==> src/rtl/fetch_pkg.sv <==
// rtl/fetch_pkg.sv - shared fetch constants and instruction-queue entry types
package fetch_pkg;

  localparam int INST_W   = 64;
  localparam int SLOTS_IN = 10;

  typedef logic [INST_W-1:0] inst_slot_t;

  typedef struct packed {
    inst_slot_t inst;
    logic       jmp;
  } queue_entry_t;

endpackage

==> src/rtl/fetch_queue_wr_mux.sv <==
// rtl/fetch_queue_wr_mux.sv - per-entry write enable and source-slot select for a packet write at tail
module fetch_queue_wr_mux
  import fetch_pkg::*;
#(
  parameter int DEPTH    = 16,
  parameter int SLOTS_IN = fetch_pkg::SLOTS_IN,
  localparam int PW = $clog2(DEPTH),
  localparam int SW = $clog2(SLOTS_IN)
) (
  input  logic [PW-1:0]       tail_i,
  input  logic [3:0]          keep_i,
  output logic [DEPTH-1:0]    wr_en_o,
  output logic [DEPTH*SW-1:0] wr_sel_o
);

  // Compare width wide enough for both the ring offset and the keep count.
  localparam int CW = ((PW > 4) ? PW : 4) + 1;

  // Each entry's distance from tail (mod DEPTH) is the packet slot it would take;
  // the modular subtraction makes the wrap past DEPTH-1 fall out naturally.
  always_comb begin
    logic [PW-1:0] off;
    off      = '0;
    wr_en_o  = '0;
    wr_sel_o = '0;
    for (int e = 0; e < DEPTH; e++) begin
      off                  = PW'(e) - tail_i;
      wr_en_o[e]           = (CW'(off) < CW'(keep_i));
      wr_sel_o[e*SW +: SW] = SW'(off);
    end
  end

endmodule

==> src/rtl/fetch_inst_queue.sv <==
// rtl/fetch_inst_queue.sv - fetch instruction queue; optional stall counter under FETCH_QUEUE_STALL_CNT_EN
module fetch_inst_queue
  import fetch_pkg::*;
#(
  parameter int DEPTH    = 16,
  parameter int SLOTS_IN = fetch_pkg::SLOTS_IN,
  parameter int DEQ_W    = 2,
  parameter int INST_W   = fetch_pkg::INST_W
) (
  input  logic                         clk,
  input  logic                         rst,
  input  logic                         i_valid,
  output logic                         o_ready,
  input  logic [SLOTS_IN*INST_W-1:0]   i_instTable,
  input  logic [3:0]                   i_keepNum_4,
  input  logic                         i_firstJValid,
  input  logic [2:0]                   i_firstJPos_3,
  input  logic                         i_flush,
  output logic [DEQ_W-1:0]             o_deqValid,
  output logic [DEQ_W*INST_W-1:0]      o_deqInst,
  output logic [DEQ_W-1:0]             o_deqJmp,
  input  logic [$clog2(DEQ_W+1)-1:0]   i_deqNum,
  output logic [$clog2(DEPTH):0]       o_count,
  output logic                         o_empty
`ifdef FETCH_QUEUE_STALL_CNT_EN
  ,
  output logic [15:0]                  o_stallCnt_16
`endif
);

  localparam int PW   = $clog2(DEPTH);
  localparam int CNTW = PW + 1;
  localparam int SW   = $clog2(SLOTS_IN);

  // Storage entries use the package entry type; INST_W overrides must match fetch_pkg::INST_W.
  queue_entry_t mem_q [DEPTH];

  logic [PW-1:0]   head_q, head_d;
  logic [PW-1:0]   tail_q, tail_d;
  logic [CNTW-1:0] count_q, count_d;

  logic [3:0]          keep;
  logic [3:0]          keep_eff;
  logic                enq;
  logic [CNTW-1:0]     deq_eff;
  logic [DEPTH-1:0]    wr_en;
  logic [DEPTH*SW-1:0] wr_sel;
  logic [INST_W-1:0]   slots   [SLOTS_IN];
  logic [INST_W-1:0]   wr_data [DEPTH];
  logic [DEPTH-1:0]    wr_jmp;

  // Readiness only looks at registered occupancy so the producer sees a stable ready.
  assign o_ready = (count_q <= CNTW'(DEPTH - SLOTS_IN));
  assign o_count = count_q;
  assign o_empty = (count_q == '0);

  fetch_queue_wr_mux #(
    .DEPTH    (DEPTH),
    .SLOTS_IN (SLOTS_IN)
  ) u_wr_mux (
    .tail_i   (tail_q),
    .keep_i   (keep),
    .wr_en_o  (wr_en),
    .wr_sel_o (wr_sel)
  );

  // Handshake, clamped keep/dequeue amounts and next pointer/count values.
  always_comb begin
    logic [CNTW-1:0] dn;
    keep     = (i_keepNum_4 > 4'(SLOTS_IN)) ? 4'(SLOTS_IN) : i_keepNum_4;
    enq      = i_valid && o_ready && !i_flush;
    keep_eff = enq ? keep : 4'd0;
    dn       = CNTW'(i_deqNum);
    deq_eff  = (dn > count_q) ? count_q : dn;
    if (deq_eff > CNTW'(DEQ_W)) begin
      deq_eff = CNTW'(DEQ_W);
    end
    head_d  = head_q + PW'(deq_eff);
    tail_d  = tail_q + PW'(keep_eff);
    count_d = count_q + CNTW'(keep_eff) - deq_eff;
  end

  // Route each packet slot to the queue entry chosen by the write mux and tag the jump.
  always_comb begin
    logic [SW-1:0] sel;
    sel = '0;
    for (int k = 0; k < SLOTS_IN; k++) begin
      slots[k] = i_instTable[k*INST_W +: INST_W];
    end
    for (int e = 0; e < DEPTH; e++) begin
      sel        = wr_sel[e*SW +: SW];
      wr_data[e] = (int'(sel) < SLOTS_IN) ? slots[sel] : '0;
      wr_jmp[e]  = i_firstJValid && (int'(sel) == int'(i_firstJPos_3));
    end
  end

  // Pointers and occupancy; flush behaves like a pointer reset but keeps storage.
  always_ff @(posedge clk) begin
    if (rst || i_flush) begin
      head_q  <= '0;
      tail_q  <= '0;
      count_q <= '0;
    end else begin
      head_q  <= head_d;
      tail_q  <= tail_d;
      count_q <= count_d;
    end
  end

  // Entry storage; only the jump flags are cleared on reset, data is qualified by count.
  always_ff @(posedge clk) begin
    for (int e = 0; e < DEPTH; e++) begin
      if (rst) begin
        mem_q[e].jmp <= 1'b0;
      end else if (enq && wr_en[e]) begin
        mem_q[e].inst <= wr_data[e];
        mem_q[e].jmp  <= wr_jmp[e];
      end
    end
  end

  // Dequeue window head..head+DEQ_W-1, valid only for occupied entries.
  always_comb begin
    logic [PW-1:0] idx;
    idx = '0;
    for (int k = 0; k < DEQ_W; k++) begin
      idx                            = head_q + PW'(k);
      o_deqValid[k]                  = (count_q > CNTW'(k));
      o_deqInst[k*INST_W +: INST_W]  = mem_q[idx].inst;
      o_deqJmp[k]                    = mem_q[idx].jmp;
    end
  end

`ifdef FETCH_QUEUE_STALL_CNT_EN
  logic [15:0] stall_cnt_q;

  // Saturating count of cycles where the producer offered a packet and was refused.
  always_ff @(posedge clk) begin
    if (rst) begin
      stall_cnt_q <= '0;
    end else if (i_valid && !o_ready && (stall_cnt_q != 16'hFFFF)) begin
      stall_cnt_q <= stall_cnt_q + 16'd1;
    end
  end

  assign o_stallCnt_16 = stall_cnt_q;
`endif

endmodule

==> config.mk <==
export PLATFORM = sky130hd
export DESIGN_NAME = fetch_inst_queue
export DESIGN_NICKNAME = d
export VERILOG_FILES = /design/src/rtl/fetch_pkg.sv /design/src/rtl/fetch_queue_wr_mux.sv /design/src/rtl/fetch_inst_queue.sv
export SDC_FILE = /design/constraint.sdc
export NUM_CORES = 2
export LEC_CHECK = 0
export BUFFER_PORTS_ARGS = -buffer_cell sky130_fd_sc_hd__buf_4
export CAP_MARGIN = 40
export CELL_PAD_IN_SITES_DETAIL_PLACEMENT = 0
export CELL_PAD_IN_SITES_GLOBAL_PLACEMENT = 1
export CORE_UTILIZATION = 52
export DETAILED_ROUTE_END_ITERATION = 6
export GPL_ROUTABILITY_DRIVEN = 0
export HOLD_SLACK_MARGIN = 0.05
export PLACE_DENSITY_LB_ADDON = 0.1
export SLEW_MARGIN = 25
export SYNTH_ARGS = -nofsm -noshare
export SYNTH_HDL_FRONTEND = slang
export SYNTH_SLANG_ARGS = --single-unit
==> constraint.sdc <==
create_clock -name clk -period 13.6 [get_ports clk]
set_input_delay 0.68 -clock clk [delete_from_list [all_inputs] [get_ports clk]]
set_output_delay 0.68 -clock clk [all_outputs]
set_load 0.01 [all_outputs]
==> Word-level counts from Yosys, hierarchy flattened <==
Memory sizes are Yosys's and may differ from the RTL's. A register that Yosys moved wholly into a read port is not among the register bits.
Cells that the tools add are included.
{ "classes": {"n_addsub": 21, "order_cmp": 54, "eq_ne": 16, "n_mux": 135, "n_bitwise": 32, "n_reduce_logical": 37} }
{ "ops": {"columns": ["cell", "count"], "rows": [
  ["$bmux 64 s4", 16],
  ["$mux 64", 48],
  ["$ge 5x5->1 const B", 16],
  ["$not 4->5", 16],
  ["$mux 1", 66],
  ["$eq 4x4->1", 16],
  ["$lt 4x4->1", 16],
  ["$lt 4x4->1 const B", 16],
  ["$logic_and 1x1->1", 34],
  ["$sub 4x4->4 const A", 8],
  ["$or 1x1->1", 16],
  ["$sub 3x4->4 const A", 4],
  ["$mux 4", 3],
  ["$gt 5x1->1 const B", 2],
  ["$mux 5", 2],
  ["$add 4x4->4", 2],
  ["$sub 1x4->4 const A", 2],
  ["$sub 2x4->4 const A", 2],
  ["$add 5x4->5", 1],
  ["$gt 2x5->1", 1],
  ["$gt 5x2->1 const B", 1],
  ["$le 5x3->1 const B", 1],
  ["$logic_not 5->1", 1],
  ["$sub 5x5->5", 1],
  ["4 further kinds", 4]
]} }
{ "word_totals": {"regBits": 13, "mem_bits_rw": 1040, "in_bits": 654, "out_inout_bits": 139, "elab_cells": 299, "n_memories": 1} }
{ "memory_table": {"columns": ["memory", "words", "word_bits", "rd", "rd_clocked_by_memory_dff", "write_ports", "line_no", "source"], "rows": [
  ["mem_q", 16, 65, 2, 1, 16, "fetch_inst_queue.sv:36", "queue_entry_t mem_q [DEPTH];"]
]} }

==> Depth between registers and ports, before layout <==
{ "depth": {"depth_word": 8, "depth_mapped": 14, "mapped_depth_nobuf": 13} }

==> Cells and area by module <==
From an unflattened synthesis, not the netlist that was laid out.
{ "hier_totals": {"cells_unflattened": 11562, "hier_area_um2": 132280.6} }
{ "modules_own_cells": {"columns": ["module", "instances", "cells_per_inst", "area_each_um2", "seq_area_each_um2"], "rows": [
  ["fetch_inst_queue", 1, 11389, 130961.9, 31490.2],
  ["fetch_queue_wr_mux", 1, 173, 1318.8, 0.0]
]} }

==> Worst setup path after synthesis <==
OpenSTA, ideal clock, no wires.
{ "synth_timing": {"path_kind": "flip-flop to flip-flop", "from": "reg tail_q[2]", "to": "mem mem_q[5][10] (netlist bit), enable pin", "setup_time_ns": 0.565, "arrival_ns": 7.209, "required_time_ns": 13.035, "slack_ns": 5.826, "path_stages_with_launch": 13, "n_path_buf": 4, "period_less_slack_ns": 7.774, "cell_sequence": "dfxtp_1 -> buf_4 -> inv_2 -> clkbuf_1 -> ha_1 -> inv_1 -> clkbuf_1 -> clkbuf_1 -> ha_1 -> inv_1 -> a311oi_1 -> o21a_1 -> nor3_1"} }
{ "synth_lines": {"columns": ["element", "line_no", "source"], "rows": [
  ["from (decl)", "fetch_inst_queue.sv:39", "logic [PW-1:0] tail_q, tail_d;"],
  ["from (signal assigned)", "fetch_inst_queue.sv:105", "tail_q <= tail_d;"],
  ["to (decl)", "fetch_inst_queue.sv:36", null]
]} }

==> Worst setup path in the final report <==
{ "layout_timing": {"from": "reg head_q[1]", "to": "out o_deqInst[110]"} }
{ "layout_between": {"elab_chain_len": 2} }
{ "layout_lines": {"columns": ["element", "line_no", "source"], "rows": [
  ["from (decl)", "fetch_inst_queue.sv:38", "logic [PW-1:0] head_q, head_d;"],
  ["from (signal assigned)", "fetch_inst_queue.sv:100", "head_q <= '0;"],
  ["from (signal assigned)", "fetch_inst_queue.sv:104", "head_q <= head_d;"],
  ["$add 4x1->4", "fetch_inst_queue.sv:127", "idx = head_q + PW'(k);"],
  ["$mem_v2 16x65", null, null],
  ["to (decl)", "fetch_inst_queue.sv:20", "output logic [DEQ_W*INST_W-1:0] o_deqInst,"]
]} }
Every way passes these cells.

==> metrics <==
Core ar. 154000 sq um; IO buf count about 800; Final Skew around 0.021 ns; antenna violations before repair 24; DRC Markers 0; area delta synth->final 15.0%; first-pass GRT wire length approximately 460000 um; crit path max fanout 41; Async S/R FF share, synth 0%; Comb power frac 36.0%; synth top area cells edfxtp_1, mux4_2, mux2i_1; row count approximately 140; worst skew pair latency about 0.74 ns; hold_buf cts 0; Post CTS Setup Buffer Count 0; total gr overflow 0; Initial Util 52.4%; Layout Nets between 7000 and 8000; CTS tree built; Clock Sinks roughly 1100; Non-Filler Instances between 8000 and 9000; pins over their slew limit 0; DRT Wirelength 335000 um; area leader, netlist edfxtp_1; EDFF count, synth between 1000 and 1500; #FFs+latches synth roughly 1100; slew at the pin closest to its max-slew limit between 1 and 1.5 ns; Clock Pin Slew Worst Setup and Hold Paths ~0.060 ns; number of setup violations in the final report 0; Int Pwr roughly 7.4 mW; dpl cells approximately 8400; overall routing resource usage 41.8%; critical path class flip-flop to output pin; share of layout cells above drive strength 1 between 30% and 40%; final antenna-violating net count 0; Yosys warning total 0; PD cells roughly 120 nW/um^2; post-synth cell types 47; Fill cells 12000; critical path capture point type output pin; vias between 60000 and 70000; RSZ-0062 raised after global routing no; f_max roughly 170 MHz; Yosys top cell area share just under 40%; total negative slack 0 ns; root cell of the clock tree clkbuf_16; Main synth FF type edfxtp_1; drt via density 7.62; Critical Path RT about 13 ns; number of global-route vias before repair ~63000; critical path arrival slightly above 5 ns; IO Pins 793; net switching power ~3.8 mW; register share of total power between 30 and 40%; Tcrit/Tclk final between 40% and 50%; reg2reg start tail_q[1]; Avg Cell Area, Syn roughly 14 sq um; Max Root-Sink Buffers 3; number of buffers created by CTS 117; Final min period just under 6 ns; Design Area, Final 92900 sq um; 1st-iter DRT viols 9902; sw frac about 34%; min-delay src i_keepNum_4[3]; clock power share between 20 and 30%; Cell Area, Synth 80700 sq um; IR drop worst, VDD approximately 0.10 mV; MaxCap Viol Count 0; Resized cells post-CTS 0; Fin. Hold Viols 0; status completed; Leakage roughly 32 nW; die area between 150000 and 200000 sq um; die width 396 um; Post-Synthesis Cells between 5000 and 6000; router iterations before antenna repair 7; routed len/inst 39.0 um; DP HPWL 214000 um; H-Tree Depth 3; pin count of the biggest net entering global routing between 150 and 200; DIE HEIGHT between 300 and 400 um; register area share after synthesis 39.0%; launch point of the worst path head_q[1]; Critical Path Source Type flip-flop; Placed Area roughly 89000 sq um; hold crit path type input port to flip-flop; Max-slew headroom between 20% and 30%
flip-flops by register name, summed over array words and instances, names as in the netlist:
signal,count
head_q,4
o_count,5
tail_q,4
mem_q,1040
per-stage QoR:
| step | hold WS, ns | setup WS (ns) | util (%) | total power [mW] |
|---|---|---|---|---|
| after floorplan | 0.575 | 5.83 | - | 6.49 |
| after global placement | 0.696 | 8.05 | 56.9 | 7.85 |
| after detailed placement | 0.708 | 8.40 | 57.7 | 7.97 |
| after CTS | 0.278 | 7.75 | 60.0 | 11.1 |
| after global routing | 0.333 | 7.60 | 60.3 | 11.5 |
| final | 0.313 | 7.82 | 60.3 | 11.2 |
critical path, cell delays in order, from the launching register on:
cell and delay (ns):
dfxtp_4 0.94, ha_4 0.61, buf_4 0.67, buf_4 0.50
buf_16 0.29, mux4_2 0.53, mux4_2 0.56, buf_4 0.19
synthesized netlist by cell type, drive strengths merged, types with 4 or more instances:
cell / number
nand2b: 10
dfxtp: 13
a21oi: 221
buf: 346
nor2: 216
and3: 65
nand2: 458
o22ai: 256
a221oi: 130
edfxtp: 1040
clkbuf: 272
o31ai: 4
o21ai: 278
a21o: 5
and2: 6
mux4: 967
nor4: 6
a22oi: 65
xor2: 6
or2: 6
xnor2: 20
or3: 134
mux2: 193
fa: 6
a211o: 4
o21a: 5
inv: 36
mux2i: 1095
nor3: 28
ha: 57
nor2b: 4
or4: 4
logic make-up after synthesis:
family | Yosys count | share of synthesized area, %
compound gates | 971 | 7.30
xor+xnor | 26 | 0.338
fa+ha+maj | 63 | 1.03
buf+inv | 654 | 3.89
flops | 1053 | 39.0
mux | 2255 | 43.2
other cells | 1 | 0.00464
simple gates | 942 | 5.19
power by group through the flow:
stage	logic, mW	clock network (mW)	registers, mW
final	4.03	3.16	4.00
after global routing	4.18	3.26	4.01
after CTS	3.92	3.15	3.99
after detailed placement	3.91	0	4.06
after global placement	3.79	0	4.06
after floorplan	2.48	0	4.01
routing by layer:
metal	track usage [%]	share of wire (%)	vias to the layer above
li1	-	-	25600
met1	54.8	35	32900
met2	63.8	45	5745
met3	9.93	14	1225
met4	24.4	6.7	22
met5	0	0.044	-
worst paths after layout:
path,to,cells past startpoint,slack (ns)
max,o_deqInst[110],7,7.82
min,tail_q[3],3,0.31
min reg2reg,o_count[4],3,0.70
max reg2reg,mem_q[8][5],13,8.18
area by class of cell:
type                       instances  area (sq um)  area share, %
antenna                           11          27.5         0.0296
inverter                          36           185          0.199
sequential                      1053         31500           33.9
clock buffer                     151          3170           3.41
tap                             2044          2560           2.75
clock inverter                    62           474          0.511
multi-input combinational       4260         46400           50.0
timing repair buffer             980          8520           9.17
cells in the final DEF, fill, tap and decap left out, types with 65 or more instances in the layout:
master,instances
a221oi_1,130
o22ai_1,256
clkbuf_16,121
or3_1,134
a21oi_1,221
a22oi_1,65
o21ai_1,144
mux2_2,193
mux2i_1,1095
mux4_2,967
edfxtp_1,1040
buf_4,904
nand2_1,458
and3_1,65
nor2_1,201
o21ai_0,134
(Power assumes the default switching activity.)
